<file path="src/rtl/greater_or_equal_pkg.sv">
// Shared ALU definitions: default datapath width and the compare-flags record
// produced by the set/compare path.
package greater_or_equal_pkg;

    localparam int ALU_WIDTH = 32;

    typedef struct packed {
        logic ge;
        logic gt;
        logic same;
    } cmp_flags_t;

endpackage

</file>
<file path="src/rtl/greater_or_equal_ge_subtractor.sv">
// Full-width subtractor d = a + ~b + 1 with carry, negative, overflow and zero
// flags; combinational, shared with the ALU SUB/SLT path.
module ge_subtractor #(
    parameter int WIDTH = 32
) (
    input  logic [WIDTH-1:0] a,
    input  logic [WIDTH-1:0] b,
    output logic [WIDTH-1:0] d,
    output logic             c,
    output logic             n,
    output logic             v,
    output logic             z
);

    logic [WIDTH:0] sum;

    always_comb begin
        sum = {1'b0, a} + {1'b0, ~b} + {{WIDTH{1'b0}}, 1'b1};
        d   = sum[WIDTH-1:0];
        c   = sum[WIDTH];
        n   = sum[WIDTH-1];
        // Overflow only when the operands differ in sign and the result sign flips away from a.
        v   = (a[WIDTH-1] != b[WIDTH-1]) && (sum[WIDTH-1] != a[WIDTH-1]);
        z   = (sum[WIDTH-1:0] == '0);
    end

endmodule

</file>
<file path="src/rtl/greater_or_equal.sv">
// Registered magnitude comparator: a >= b, a > b, a == b derived from subtractor
// flags, with one cycle of latency and a valid strobe.
module greater_or_equal
    import greater_or_equal_pkg::*;
#(
    parameter int WIDTH  = ALU_WIDTH,
    parameter bit SIGNED = 1'b1
) (
    input  logic             clk,
    input  logic             rst,
    input  logic             in_valid,
    input  logic [WIDTH-1:0] a,
    input  logic [WIDTH-1:0] b,
    output logic             eq,
    output logic             gt,
    output logic             same,
    output logic             out_valid
);

    logic [WIDTH-1:0] diff;
    logic             c_flag;
    logic             n_flag;
    logic             v_flag;
    logic             z_flag;

    cmp_flags_t flags_d;
    cmp_flags_t flags_q;
    logic       out_valid_q;

    ge_subtractor #(
        .WIDTH (WIDTH)
    ) u_sub (
        .a (a),
        .b (b),
        .d (diff),
        .c (c_flag),
        .n (n_flag),
        .v (v_flag),
        .z (z_flag)
    );

    always_comb begin
        flags_d      = '0;
        // Signed: N xor V gives "less than"; unsigned: carry out means no borrow.
        flags_d.ge   = SIGNED ? ~(n_flag ^ v_flag) : c_flag;
        flags_d.same = z_flag;
        flags_d.gt   = flags_d.ge & ~z_flag;
    end

    always_ff @(posedge clk) begin
        if (rst) begin
            flags_q     <= '0;
            out_valid_q <= 1'b0;
        end else begin
            if (in_valid) begin
                flags_q <= flags_d;
            end
            out_valid_q <= in_valid;
        end
    end

    assign eq        = flags_q.ge;
    assign gt        = flags_q.gt;
    assign same      = flags_q.same;
    assign out_valid = out_valid_q;

endmodule

</file>
<file path="config.mk">
export PLATFORM = sky130hd
export DESIGN_NAME = greater_or_equal
export DESIGN_NICKNAME = d
export VERILOG_FILES = /design/src/rtl/greater_or_equal_pkg.sv /design/src/rtl/greater_or_equal_ge_subtractor.sv /design/src/rtl/greater_or_equal.sv
export SDC_FILE = /design/constraint.sdc
export NUM_CORES = 1
export LEC_CHECK = 0
export CAP_MARGIN = 20
export CORE_MARGIN = 4
export CORE_UTILIZATION = 40
export DETAILED_ROUTE_END_ITERATION = 8
export PLACE_DENSITY = 0.82
export REMOVE_ABC_BUFFERS = 1
export SYNTH_ARGS = -nofsm -noshare
export SYNTH_HDL_FRONTEND = slang
export SYNTH_HIERARCHICAL = 1
export SYNTH_SLANG_ARGS = --single-unit
export TNS_END_PERCENT = 30
</file>
<file path="constraint.sdc">
create_clock -name clk -period 4.7 [get_ports clk]
set_clock_uncertainty 0.05 [all_clocks]
set_input_delay 0.94 -clock clk [delete_from_list [all_inputs] [get_ports clk]]
set_output_delay 0.94 -clock clk [all_outputs]
set_load 0.02 [all_outputs]
</file>
==> impl_metrics.yaml, run 1 <==
status:
  status: "complete, no violations"
worst_setup_path:
  crit_path_max_fanout: 3
  crit_type: "primary input to flip-flop"
  worstPathArrival_ns: 4.63
  startpoint_type: "primary input"
  cp.required_ns: 4.74
  endpoint_kind: "flip-flop"
finish:
  final_cell_area_sq_mm: 0.00337
  drive_gt1_frac: 0.123
  nets: 524
  antenna_cells_inserted: 0
  fill_cells: 513
  syn_to_final_growth_pct: 45.9
  finalCoreUtilization: 0.608
clock_tree:
  cts.sinks: 4
  h-tree-depth: 1
  cts_buffers: 3
  cts_tree: "done"
  clock_path_buffers: 2
  hold_buffers: 0
  root_buffer: "clkbuf_8"
  worstSkewPairLatency_ns: 0.22
  clk_pin_slew_ns: 0.03
detailed_routing:
  drtAntennaViolNets: 0
  drt-initial-drc-count: 128
  wl_um: 6890
  vias: 2798
  route.detailed.vias_per_inst: 5.66
  dr.pass1.iters: 5
  wire_per_inst_um: 14.0
  drcViolationCount: 0
placed_design:
  dpl_cell_area_sq_mm: 0.00320
  gp_congestion: 0.897
  port_buffers: 70
  pre_cts_ws_ns: -0.367
  hpwl_um: 5690
yosys:
  synth_warnings: 6
  syn_inst: 335
  synth_area_sq_mm: 0.00231
  syn-mean-instance-area_sq_um: 6.89
sta:
  setup_viol: 0
  hold_viol: 0
  finalCritPeriodShare: 0.977
  clock.fmax_ghz: 0.218
  fin_crit_ns: 4.59
  setup_ws_ns: 0.108
  slew_viol_final: 0
  worst_slew_pin_slew_ns: 0.675
  relSlewSlack: 0.538
power:
  p_sw_frac: 0.438
  p_switching_uw: 236
  vdd_drop_max_uv: 110
  p_per_area_mw_per_mm2: 160
  p_clk_frac: 0.139
  seq_power_share: 0.073
  power_uw: 538
  power_frac_comb: 0.788
  internal_power_uw: 302
  leakagePower_uw: 0.00151
floorplan:
  rows: 27
  die_area_sq_mm: 0.00705
  ios: 71
  start_util: 0.417
  die_h_um: 84.0
  die_x_um: 84.0
  core_area_sq_mm: 0.00554
global_routing:
  grt_pass1_vias: 2587
  grt_max_degree: 11
  grt_pass1_wl_um: 11200
  grt_use_total: 0.181
  overflow: 0
  antenna_found_initial: 0
flow_run:
  drv_cap: 0
min_path:
  hp-class: "flip-flop to flip-flop"
## worst paths after layout
path	start	end	slack, ns	cells after the start
max reg2reg	eq	eq	3.96	2
max	b[3]	gt	0.11	14
min	gt	gt	0.45	2
min reg2reg	gt	gt	0.45	2
## repair_timing
action                     4_1_cts  5_1_grt
gates cloned                     0        0
setup endpoints to repair        2        2
pin swaps                       12        7
setup buffers                    1        1
gates resized for setup         11       14
## cell type report
type / instances / area, sq um / share of cell area
multi-input combinational: 280 / 2140 / 0.634
timing repair buffer: 90 / 851 / 0.253
inverter: 45 / 169 / 0.0502
tap: 72 / 90.1 / 0.0268
sequential: 4 / 80.1 / 0.0238
clock buffer: 3 / 41.3 / 0.0123
## critical path, stage by stage
cell and delay (ns):
clkdlybuf4s50_1 0.46, inv_1 0.07, ha_4 0.27, o21a_1 0.15
o31a_1 0.18, a21oi_1 0.05, or4_1 0.50, or4_4 0.54
or4b_4 0.51, nor4b_4 0.25, nand4b_1 0.14, nor4bb_2 0.33
or3b_1 0.17, o32ai_2 0.06
## power by group through the flow
stage	logic, uW	clock network (uW)	registers (uW)
after floorplan	253	0	43.4
after global placement	386	0	39.6
after detailed placement	395	0	39.9
after CTS	404	76.2	39.4
after global routing	463	79.0	39.5
final	424	74.6	39.2
## stage by stage
stage | hold WS, ns | setup TNS (ns) | std cells
6_report | 0.447 | 0 | 494
5_1_grt | 0.468 | -0.00539 | 494
4_1_cts | 0.448 | 0 | 492
3_5_place_dp | 0.430 | -0.658 | 489
3_3_place_gp | 0.425 | -0.460 | 489
2_1_floorplan | 0.497 | 0 | 329
## layer usage
| layer | track usage | vias up | routed length (um) |
|---|---|---|---|
| met3 | 0.0257 | 13 | 455 |
| li1 | - | 1419 | - |
| met4 | 0.0395 | 0 | 97 |
| met1 | 0.242 | 1260 | 3030 |
| met5 | 0 | - | 0 |
| met2 | 0.307 | 106 | 3310 |
## cells in the final DEF, fill, tap and decap left out, types with 4 or more instances in the layout
cell,instances
xor2_1,9
inv_1,45
o21a_1,5
dfxtp_1,4
xnor2_1,13
o21bai_1,5
nor2_1,26
o21ai_0,13
nand3_1,13
or3_1,6
nor3_1,9
a21oi_1,26
ha_1,28
clkdlybuf4s50_1,66
nand2_1,24
a211oi_1,10
and3_1,5
buf_4,19
a21o_1,9
## registers in the layout, summed over array words and instances, names as in the netlist
| register | count |
|---|---|
| gt | 1 |
| out_valid | 1 |
| same | 1 |
| eq | 1 |
No activity file was read; power rests on OpenSTA's default activity.
==> run 2: changes to the inputs <==
Settings changed: SETUP_SLACK_MARGIN set to 0.3.
==> run 2 against run 1 <==
Sequential share of layout area shrank 0.13 points. Register-to-register slack barely moved. Worst hold slack better by 0.0017 ns. Global-route usage increased by 0.93 points. First-iteration DRC count increased by 38%. Clock power about the same. Wire length rose by 7.1%. Fmax grew 5.4%. Utilization rose by 3.4 points. Cell area is 5.6% higher. Critical path depth decreased by 1. Critical endpoint unchanged.
==> impl_metrics.yaml, run 2 (synthesis results as in run 1) <==
status:
  status: "complete, no violations"
power:
  p_switching_uw: 252
  power_frac_comb: 0.801
  p_per_area_mw_per_mm2: 161
  seq_power_share: 0.069
  internal_power_uw: 320
  power_uw: 572
  vdd_drop_max_uv: 110
  leakagePower_uw: 0.00158
  p_sw_frac: 0.440
  p_clk_frac: 0.130
floorplan:
  core_area_sq_mm: 0.00554
  rows: 27
  die_x_um: 84.0
  die_area_sq_mm: 0.00705
  start_util: 0.417
  die_h_um: 84.0
  ios: 71
finish:
  final_common_cell: "clkdlybuf4s50_1"
  stdcell_count: 500
  syn_to_final_growth_pct: 54.0
  drive_gt1_frac: 0.208
  fill_cells: 477
  layout_common_cells: "55 x clkdlybuf4s50_1, 36 x inv_1, 26 x nor2_1"
  final_cell_area_sq_mm: 0.00355
  nets: 530
  regArea_sq_um: 80.1
  antenna_cells_inserted: 0
  multi_input_area_sq_mm: 0.00227
  finalCoreUtilization: 0.642
worst_setup_path:
  endpoint_kind: "flip-flop"
  crit_path_max_fanout: 4
  crit_family: "simple AND/OR/NAND/NOR gates"
  cp.required_ns: 4.74
  slowest_stage: "or4b_4"
  startpoint_type: "primary input"
  critPathBufInv: 2
  max_stage_delay_ns: 0.52
  path_cells: "clkdlybuf4s50_1 > ha_4 > buf_4 > nor4_2 > a21oi_1 > xor2_1 > a2111oi_4 > or4b_4 > nor4b_4 > nand4b_1 > nor4bb_2 > or3b_1 > o32ai_2"
  worstPathArrival_ns: 4.40
  crit_type: "primary input to flip-flop"
min_path:
  hp-class: "flip-flop to flip-flop"
sta:
  finalCritPeriodShare: 0.927
  clock.fmax_ghz: 0.229
  setup_viol: 0
  hold_viol: 0
  relSlewSlack: 0.646
  worst_slew_pin_slew_ns: 0.526
  setup_ws_ns: 0.342
  fin_crit_ns: 4.36
  rsz0062_at_grt: "true"
  slew_viol_final: 0
placed_design:
  placedCellCount: 489
  port_buffers: 70
  pre_cts_ws_ns: -0.367
  hpwl_um: 5690
  dpl_cell_area_sq_mm: 0.00320
  gp_congestion: 0.897
detailed_routing:
  drtAntennaViolNets: 0
  drcViolationCount: 0
  wire_per_inst_um: 14.8
  wl_um: 7380
  drt-initial-drc-count: 177
  dr.pass1.iters: 5
  vias: 2871
  route.detailed.vias_per_inst: 5.74
flow_run:
  drv_cap: 0
clock_tree:
  h-tree-depth: 1
  cts_buffers: 3
  cts.sinks: 4
  cts_tree: "done"
  worstSkewPairLatency_ns: 0.22
  clock_path_buffers: 2
  root_buffer: "clkbuf_8"
  clk_pin_slew_ns: 0.03
global_routing:
  antenna_found_initial: 0
  grt_pass1_vias: 2649
  grt_pass1_wl_um: 11700
  grt_max_degree: 11
  overflow: 0
  grt_use_total: 0.190
[run 2: cell types whose count changed in the layout (fill, tap and decap cells not counted), sizes merged]
cell	change
clkdlybuf4s50	-11
clkdlybuf4s15	+1
dlymetal6s2s	+3
clkbuf	+1
dlygate4sd2	+3
buf	+9
[run 2: power by group through the flow]
stage               combinational [uW]  clock (uW)  sequential, uW
floorplan                          253           0            43.4
global placement                   386           0            39.6
detailed placement                 395           0            39.9
CTS                                427        76.2            39.4
global route                       498        79.0            39.5
finish                             459        74.5            39.3
[run 2: tightest hold or removal path, cell delays in order (launching register included)]
cell,delay (ns)
dfxtp_1,0.30
inv_1,0.06
o32ai_2,0.08
[run 2: final timing paths]
| path | end | slack, ns | startpoint | depth (start not counted) |
|---|---|---|---|---|
| setup / recovery | gt | 0.34 | a[6] | 13 |
| hold / removal | gt | 0.45 | gt | 2 |
| setup reg to reg | eq | 3.96 | eq | 2 |
| hold reg to reg | gt | 0.45 | gt | 2 |
[run 2: final cells by class]
class | count | area share
tap | 72 | 0.0253
sequential | 4 | 0.0225
timing repair buffer | 96 | 0.254
inverter | 45 | 0.0482
clock buffer | 3 | 0.0116
multi-input combinational | 280 | 0.638
[run 2: through the flow]
stage	hold WS [ns]	TNS (ns)
after CTS	0.448	0
final	0.449	0
after global placement	0.425	-0.460
after global routing	0.468	0
after floorplan	0.497	0
after detailed placement	0.430	-0.658
[run 2: timing repair]
item                                    CTS  global route
cloned                                    0             0
endpoints found under the setup margin    2             2
hold buffers                              0             0
buffers inserted                          6             2
endpoints found under the hold margin     0             0
resized for setup                        47            39
pin swaps                                18            21
[run 2: metal layers]
layer  vias to the layer above  global-route usage  share of wire
met5                         -                   0              0
met4                         0              0.0365         0.0098
met3                        12              0.0286          0.067
met2                       118               0.326           0.49
met1                      1317               0.253           0.43
li1                       1424                   -              -
